**config.mk**
```make
export PLATFORM = sky130hd
export DESIGN_NAME = exec_stage_flat
export DESIGN_NICKNAME = d
export VERILOG_FILES = /design/src/rtl/proc_pkg.sv /design/src/rtl/exec_stage_if.sv /design/src/rtl/regfile.sv /design/src/rtl/exec_stage.sv /design/src/flat_wrapper.sv
export SDC_FILE = /design/constraint.sdc
export NUM_CORES = 1
export LEC_CHECK = 0
export ABC_CLOCK_PERIOD_IN_PS = 5650
export BUFFER_PORTS_ARGS = -buffer_cell sky130_fd_sc_hd__buf_4
export CAP_MARGIN = 20
export CORE_UTILIZATION = 60
export CTS_CLUSTER_SIZE = 20
export DETAILED_ROUTE_END_ITERATION = 8
export GPL_TIMING_DRIVEN = 0
export HOLD_SLACK_MARGIN = 0.03
export MAX_ROUTING_LAYER = met4
export PLACE_DENSITY = 0.91
export SLEW_MARGIN = 20
export SYNTH_ARGS = -nofsm -noshare
export SYNTH_HDL_FRONTEND = slang
export SYNTH_SLANG_ARGS = --single-unit
```
**constraint.sdc**
```tcl
create_clock -name clk -period 5.65 [get_ports clk]
set_clock_uncertainty 0.05 [all_clocks]
set_input_delay 1.4125 -clock clk [delete_from_list [all_inputs] [get_ports clk]]
set_output_delay 1.4125 -clock clk [all_outputs]
set_load 0.005 [all_outputs]
```
**src/rtl/proc_pkg.sv**
```systemverilog
// Shared opcodes, FSM state encoding and flag bit positions for the exec stage.
package proc_pkg;

  localparam logic [3:0] OP_ADD = 4'b0000;
  localparam logic [3:0] OP_SUB = 4'b0001;
  localparam logic [3:0] OP_AND = 4'b0010;
  localparam logic [3:0] OP_OR  = 4'b0011;
  localparam logic [3:0] OP_XOR = 4'b0100;
  localparam logic [3:0] OP_NOT = 4'b0101;
  localparam logic [3:0] OP_SHL = 4'b0110;
  localparam logic [3:0] OP_SHR = 4'b0111;
  localparam logic [3:0] OP_LDI = 4'b1000;
  localparam logic [3:0] OP_NOP = 4'b1111;

  typedef enum logic [1:0] {IDLE, OPERAND, EXEC} state_t;

  localparam int FLAG_Z = 3;
  localparam int FLAG_N = 2;
  localparam int FLAG_C = 1;
  localparam int FLAG_O = 0;

  // True for opcodes that retire a register write (ALU ops and LDI).
  function automatic logic op_writes(input logic [3:0] op);
    return (op <= OP_LDI);
  endfunction

  // True for the register-register ALU ops that also update Z/N.
  function automatic logic op_is_alu(input logic [3:0] op);
    return (op <= OP_SHR);
  endfunction

endpackage

```
**src/rtl/exec_stage_if.sv**
```systemverilog
// Instruction handshake, ALU bus, write-back and debug signals of the exec stage.
interface exec_stage_if #(
  parameter int W  = 16,
  parameter int AW = 3
);
  logic          instr_valid;
  logic          instr_ready;
  logic [15:0]   instr;
  logic [W-1:0]  alu_a;
  logic [W-1:0]  alu_b;
  logic [3:0]    alu_op;
  logic [W-1:0]  alu_result;
  logic          alu_z;
  logic          alu_n;
  logic          alu_c;
  logic          alu_o;
  logic [3:0]    flags;
  logic          wb_valid;
  logic [AW-1:0] wb_addr;
  logic [W-1:0]  wb_data;
  logic [AW-1:0] dbg_addr;
  logic [W-1:0]  dbg_data;
  logic          busy;

  // Environment side: instruction source, ALU and debug reader.
  modport master (
    output instr_valid, instr, alu_result, alu_z, alu_n, alu_c, alu_o, dbg_addr,
    input  instr_ready, alu_a, alu_b, alu_op, flags, wb_valid, wb_addr, wb_data,
           dbg_data, busy
  );

  // Stage side.
  modport slave (
    input  instr_valid, instr, alu_result, alu_z, alu_n, alu_c, alu_o, dbg_addr,
    output instr_ready, alu_a, alu_b, alu_op, flags, wb_valid, wb_addr, wb_data,
           dbg_data, busy
  );
endinterface

```
**src/rtl/regfile.sv**
```systemverilog
// Register file: two operand read ports, one debug read port, one write port, r0 reads zero.
module regfile #(
  parameter int NREGS = 8,
  parameter int W     = 16,
  parameter int AW    = $clog2(NREGS)
) (
  input  logic          clk,
  input  logic          rst_n,
  input  logic [AW-1:0] i_ra,
  input  logic [AW-1:0] i_rb,
  input  logic [AW-1:0] i_rdbg,
  input  logic          i_we,
  input  logic [AW-1:0] i_wa,
  input  logic [W-1:0]  i_wd,
  output logic [W-1:0]  o_rda,
  output logic [W-1:0]  o_rdb,
  output logic [W-1:0]  o_rdbg
);

  logic [NREGS-1:0][W-1:0] w_regs;

  // r0 has no storage; writes to it are simply dropped.
  assign w_regs[0] = '0;

  for (genvar g = 1; g < NREGS; g++) begin : g_reg
    logic [W-1:0] r_q;
    // One storage word per architectural register, cleared by reset.
    always_ff @(posedge clk or negedge rst_n) begin
      if (!rst_n)                          r_q <= '0;
      else if (i_we && (i_wa == AW'(g)))   r_q <= i_wd;
    end
    assign w_regs[g] = r_q;
  end

  assign o_rda  = w_regs[i_ra];
  assign o_rdb  = w_regs[i_rb];
  assign o_rdbg = w_regs[i_rdbg];

endmodule

```
**src/rtl/exec_stage.sv**
```systemverilog
// Three-cycle operand-fetch / write-back sequencer in front of a combinational ALU.
module exec_stage
  import proc_pkg::*;
#(
  parameter int NREGS = 8,
  parameter int W     = 16
) (
  input logic         clk,
  input logic         rst_n,
  exec_stage_if.slave bus
);

  localparam int AW = $clog2(NREGS);

  state_t         r_state;
  logic [15:0]    r_instr;
  logic [W-1:0]   r_alu_a;
  logic [W-1:0]   r_alu_b;
  logic [3:0]     r_alu_op;
  logic [3:0]     r_flags;

  logic [3:0]     w_op;
  logic [AW-1:0]  w_rd;
  logic [AW-1:0]  w_rs;
  logic [AW-1:0]  w_rt;
  logic [8:0]     w_imm9;
  logic [W-1:0]   w_rs_data;
  logic [W-1:0]   w_rt_data;
  logic           w_we;

  assign w_op   = r_instr[15:12];
  assign w_rd   = r_instr[11:9];
  assign w_rs   = r_instr[8:6];
  assign w_rt   = r_instr[5:3];
  assign w_imm9 = r_instr[8:0];

  // Write happens on the edge leaving EXEC; r0 writes still strobe wb_valid.
  assign w_we = (r_state == EXEC) && op_writes(w_op);

  regfile #(.NREGS(NREGS), .W(W), .AW(AW)) u_rf (
    .clk    (clk),
    .rst_n  (rst_n),
    .i_ra   (w_rs),
    .i_rb   (w_rt),
    .i_rdbg (bus.dbg_addr),
    .i_we   (w_we),
    .i_wa   (w_rd),
    .i_wd   (bus.alu_result),
    .o_rda  (w_rs_data),
    .o_rdb  (w_rt_data),
    .o_rdbg (bus.dbg_data)
  );

  // Sequencer: accept in IDLE, fetch operands in OPERAND, retire flags in EXEC.
  always_ff @(posedge clk or negedge rst_n) begin
    if (!rst_n) begin
      r_state  <= IDLE;
      r_instr  <= '0;
      r_alu_a  <= '0;
      r_alu_b  <= '0;
      r_alu_op <= OP_NOP;
      r_flags  <= '0;
    end else begin
      case (r_state)
        IDLE: begin
          if (bus.instr_valid) begin
            r_instr <= bus.instr;
            r_state <= OPERAND;
          end
        end
        OPERAND: begin
          if (op_is_alu(w_op)) begin
            r_alu_a  <= w_rs_data;
            r_alu_b  <= w_rt_data;
            r_alu_op <= w_op;
          end else if (w_op == OP_LDI) begin
            // LDI is routed through the ALU as 0 | imm9.
            r_alu_a  <= '0;
            r_alu_b  <= {{(W-9){1'b0}}, w_imm9};
            r_alu_op <= OP_OR;
          end else begin
            // Reserved ops: ALU yields 0, operands are left as they were.
            r_alu_op <= w_op;
          end
          r_state <= EXEC;
        end
        EXEC: begin
          if (op_is_alu(w_op)) begin
            r_flags[FLAG_Z] <= bus.alu_z;
            r_flags[FLAG_N] <= bus.alu_n;
          end
          // The ALU's C/O are only meaningful for ADD/SUB.
          if (w_op == OP_ADD || w_op == OP_SUB) begin
            r_flags[FLAG_C] <= bus.alu_c;
            r_flags[FLAG_O] <= bus.alu_o;
          end
          r_state <= IDLE;
        end
        default: r_state <= IDLE;
      endcase
    end
  end

  assign bus.instr_ready = (r_state == IDLE);
  assign bus.busy        = (r_state != IDLE);
  assign bus.alu_a       = r_alu_a;
  assign bus.alu_b       = r_alu_b;
  assign bus.alu_op      = r_alu_op;
  assign bus.flags       = r_flags;
  assign bus.wb_valid    = w_we;
  assign bus.wb_addr     = w_rd;
  assign bus.wb_data     = bus.alu_result;

endmodule

```
**src/flat_wrapper.sv**
```systemverilog
// flat-port wrapper written by rule: the top's interface ports become plain ports
module exec_stage_flat import proc_pkg::*;
#(
  parameter int NREGS = 8,
  parameter int W     = 16
)
  (clk, rst_n, bus_instr_valid, bus_instr, bus_alu_result, bus_alu_z, bus_alu_n, bus_alu_c, bus_alu_o, bus_dbg_addr, bus_instr_ready, bus_alu_a, bus_alu_b, bus_alu_op, bus_flags, bus_wb_valid, bus_wb_addr, bus_wb_data, bus_dbg_data, bus_busy);
  exec_stage_if #(.W(W), .AW(3)) bus_i ();
  input logic clk;
  input logic rst_n;
  input wire logic [$bits(bus_i.instr_valid)-1:0] bus_instr_valid;
  input wire logic [$bits(bus_i.instr)-1:0] bus_instr;
  input wire logic [$bits(bus_i.alu_result)-1:0] bus_alu_result;
  input wire logic [$bits(bus_i.alu_z)-1:0] bus_alu_z;
  input wire logic [$bits(bus_i.alu_n)-1:0] bus_alu_n;
  input wire logic [$bits(bus_i.alu_c)-1:0] bus_alu_c;
  input wire logic [$bits(bus_i.alu_o)-1:0] bus_alu_o;
  input wire logic [$bits(bus_i.dbg_addr)-1:0] bus_dbg_addr;
  output wire logic [$bits(bus_i.instr_ready)-1:0] bus_instr_ready;
  output wire logic [$bits(bus_i.alu_a)-1:0] bus_alu_a;
  output wire logic [$bits(bus_i.alu_b)-1:0] bus_alu_b;
  output wire logic [$bits(bus_i.alu_op)-1:0] bus_alu_op;
  output wire logic [$bits(bus_i.flags)-1:0] bus_flags;
  output wire logic [$bits(bus_i.wb_valid)-1:0] bus_wb_valid;
  output wire logic [$bits(bus_i.wb_addr)-1:0] bus_wb_addr;
  output wire logic [$bits(bus_i.wb_data)-1:0] bus_wb_data;
  output wire logic [$bits(bus_i.dbg_data)-1:0] bus_dbg_data;
  output wire logic [$bits(bus_i.busy)-1:0] bus_busy;
  assign bus_i.instr_valid = bus_instr_valid;
  assign bus_i.instr = bus_instr;
  assign bus_i.alu_result = bus_alu_result;
  assign bus_i.alu_z = bus_alu_z;
  assign bus_i.alu_n = bus_alu_n;
  assign bus_i.alu_c = bus_alu_c;
  assign bus_i.alu_o = bus_alu_o;
  assign bus_i.dbg_addr = bus_dbg_addr;
  assign bus_instr_ready = bus_i.instr_ready;
  assign bus_alu_a = bus_i.alu_a;
  assign bus_alu_b = bus_i.alu_b;
  assign bus_alu_op = bus_i.alu_op;
  assign bus_flags = bus_i.flags;
  assign bus_wb_valid = bus_i.wb_valid;
  assign bus_wb_addr = bus_i.wb_addr;
  assign bus_wb_data = bus_i.wb_data;
  assign bus_dbg_data = bus_i.dbg_data;
  assign bus_busy = bus_i.busy;
  exec_stage #(.NREGS(NREGS), .W(W)) u_core (.clk(clk), .rst_n(rst_n), .bus(bus_i));
endmodule
```
==> reports/results.tsv <==
metric	value	unit
dpl hpwl	18400	um
core area	15200	sq um
Yosys top cell by area	dfrtp_1	
status	completed	
Unique masters post-synth	42	
aggregate routed wire length	27300	um
Cells after Synth	729	
CTS tree	yes	
antenna-violating nets left	0	
Clock power frac	0.195	
period utilisation layout	0.900	
CTS Sinks	170	
Cell Int Power	0.00377	W
RSZ-0062 raised after global routing	no	
height of the die	127	um
GRT overflow	0	
Max Cap Viol	0	
synthesized flop and latch total	170	
Worst EP required	4.19	ns
NetSw	0.00208	W
gpl congestion	0.903	
net switching fraction of the power	0.355	
hold_sp	u_core.bus.alu_op[2]	
wire per inst	25.6	um
setup TNS	0	ns
crit-path cells	clkbuf_1, buf_1, clkbuf_1, a22oi_1, o21ai_0, buf_4	
post-route cell area	11100	sq um
die area	16100	sq um
area growth from synthesis to layout	18.4	%
vias in the first global route	7467	
clock latency at the later pin of the worst-skew pair	0.45	ns
CTS root buf	clkbuf_16	
worst rel slew slack	0.407	
Top Ports	120	
CP Max Fanout	10	
minimum clock period	5.08	ns
critical path endpoint category	output pin	
area of the multi-input gates	4610	sq um
Critical Path Most Common Cell	clkbuf_1	
DR vias/cell	7.02	
crit path kind	in2out	
via count	7491	
worst-margin pin slew	0.889	ns
GR Util All Layers	0.365	
Post-CTS Resized	0	
Reg area	4260	sq um
dominant cells by area after synthesis	dfrtp_1 44%, mux2_2 18%, mux4_2 9.6%	
post-synthesis sequential area ratio	0.454	
H-tree depth	4	
Starting Density	0.617	
DRC violations left	0	
Fillers	952	
PwrDens	527	nW/um^2
cts hold-fix bufs	0	
first-pass GRT wire length	42700	um
final hold vios	0	
number of buffers created by CTS	17	
DRT iter0 DRCs	1099	
Final Max Slew Viols	0	
CP Launch Type	input pin	
Post-CTS Setup Inserts	0	
Synthesis Warnings	0	
IO Port Bufs	117	
Total Power	0.00585	W
slowest library cell on the worst path	buf_1	
fraction of layout cells with a size suffix above 1	0.477	
Hold Path Depth	2	
TritonRoute pass-1 iters	5	
Max stage delay on crit path	0.63	ns
Reg2Reg Depth	7	
Final setup violation count	0	
Comb pwr share	0.410	
Final nets	908	
initial antenna violation count	0	
share of the synthesized area in the top cell type	0.443	
Clock Path Buffers	2	
FMAX	0.197	GHz
Max VDD drop	297	uV
Syn Area/Cell	12.9	sq um
clk slew on worst S/H paths	0.06	ns
Area after DPL	10500	sq um
Crit. Startpoint	bus_dbg_addr[0]	
Critical Path AT	3.62	ns
die width	127	um
Rows	45	
# diodes	0	
path type of the worst min-delay path	reg2reg	
Syn Nets	771	
largest net degree at the start of global routing	99	
Pleak	4.99	nW
mapped cell area	9380	sq um
worst r2r src	u_core.r_instr[4]	
Seq pwr share	0.395	
-- final cells by class --
cell class	instances	share of cell area
buffer	81	0.0412
clock buffer	26	0.0459
clock inverter	6	0.00575
inverter	13	0.00440
multi-input combinational	465	0.415
sequential	170	0.384
tap	188	0.0212
timing repair buffer	118	0.0823
-- synthesized netlist by cell type --
cell / count
a21oi_1: 24
a221o_1: 5
a221oi_1: 13
a22o_1: 1
a22oi_1: 34
a31o_2: 1
a32o_1: 21
and2_1: 3
and2_2: 1
and3_1: 1
buf_1: 4
buf_12: 2
buf_2: 18
buf_4: 20
buf_6: 3
clkbuf_1: 34
clkinv_1: 1
dfrtp_1: 166
dfstp_2: 4
inv_1: 12
mux2_2: 149
mux2_4: 27
mux2i_1: 23
mux4_2: 40
nand2_1: 46
nand2_2: 1
nand2b_1: 3
nand3_1: 5
nand3_2: 1
nor2_1: 12
nor2_2: 3
nor2b_1: 6
nor3_1: 1
nor3_2: 1
nor3b_1: 1
o21a_1: 1
o21ai_0: 34
o311ai_0: 1
o31ai_1: 1
o31ai_4: 1
or2_2: 1
or3_1: 3
-- kinds of logic after synthesis --
| logic type | Yosys count | synth area share |
|---|---|---|
| AND/OR/NAND/NOR | 89 | 0.0442 |
| flip-flops | 170 | 0.454 |
| multiplexers | 239 | 0.343 |
| AO/OA/AOI/OAI | 137 | 0.105 |
| buffers and inverters | 94 | 0.0539 |
-- worst paths after layout --
| check | to | slack (ns) |
|---|---|---|
| hold / removal | u_core.bus.alu_op[2] | 0.41 |
| min in group asynchronous | u_core.bus.flags[2] | 0.86 |
| setup / recovery | bus_dbg_data[7] | 0.57 |
| setup reg to reg | u_core.bus.alu_b[7] | 3.14 |
| max in group asynchronous | u_core.u_rf.g_reg[7].r_q[9] | 3.82 |
| hold reg to reg | u_core.bus.alu_op[2] | 0.41 |
-- stage by stage --
stage	hold WS (ns)	util	std cells	setup WS, ns
after floorplan	0.394	-	729	1.46
after CTS	0.416	0.730	1067	0.619
after detailed placement	0.407	0.692	1035	0.639
after global routing	0.429	0.730	1067	0.463
after global placement	0.399	0.690	1034	0.694
final	0.415	0.730	1067	0.565
-- registers in the layout (all words and copies together), names as in the netlist --
signal / count
u_core.bus.alu_a: 16
u_core.r_instr: 16
u_core.r_state: 2
u_core.bus.alu_op: 4
u_core.bus.flags: 4
u_core.u_rf.g.r_q: 112
u_core.bus.alu_b: 16
-- layer usage --
| layer | wire length, um | GRT usage | vias up |
|---|---|---|---|
| met4 | 1090 | 0.172 | 0 |
| met5 | 0 | - | - |
| met1 | 10200 | 0.466 | 3764 |
| met3 | 3150 | 0.0905 | 127 |
| met2 | 12800 | 0.552 | 585 |
| li1 | - | - | 3015 |
-- power by group through the flow --
stage / combinational [W] / clock, W / sequential (W)
finish: 0.00240 / 0.00114 / 0.00231
global route: 0.00251 / 0.00119 / 0.00237
CTS: 0.00234 / 0.00114 / 0.00227
detailed placement: 0.00230 / 0 / 0.00227
global placement: 0.00220 / 0 / 0.00222
floorplan: 0.00157 / 0 / 0.00212
-- critical path, delay by kind of cell --
kind	cells	cell delay (ns)
AOI/OAI and AO/OA	2	0.56
buffers and inverters	4	1.64
-- cell usage in the layout, fill, tap and decap left out, types with 13 or more instances in the layout --
| cell type | n |
|---|---|
| mux4_2 | 40 |
| mux2_4 | 27 |
| nand2_1 | 46 |
| a221oi_1 | 13 |
| clkbuf_1 | 38 |
| buf_4 | 136 |
| buf_2 | 18 |
| mux2_2 | 149 |
| dfrtp_1 | 166 |
| mux2i_1 | 23 |
| clkbuf_16 | 17 |
| a22oi_1 | 34 |
| a32o_1 | 21 |
| a21oi_1 | 24 |
| o21ai_0 | 34 |
No activity file was read; power rests on OpenSTA's default activity.
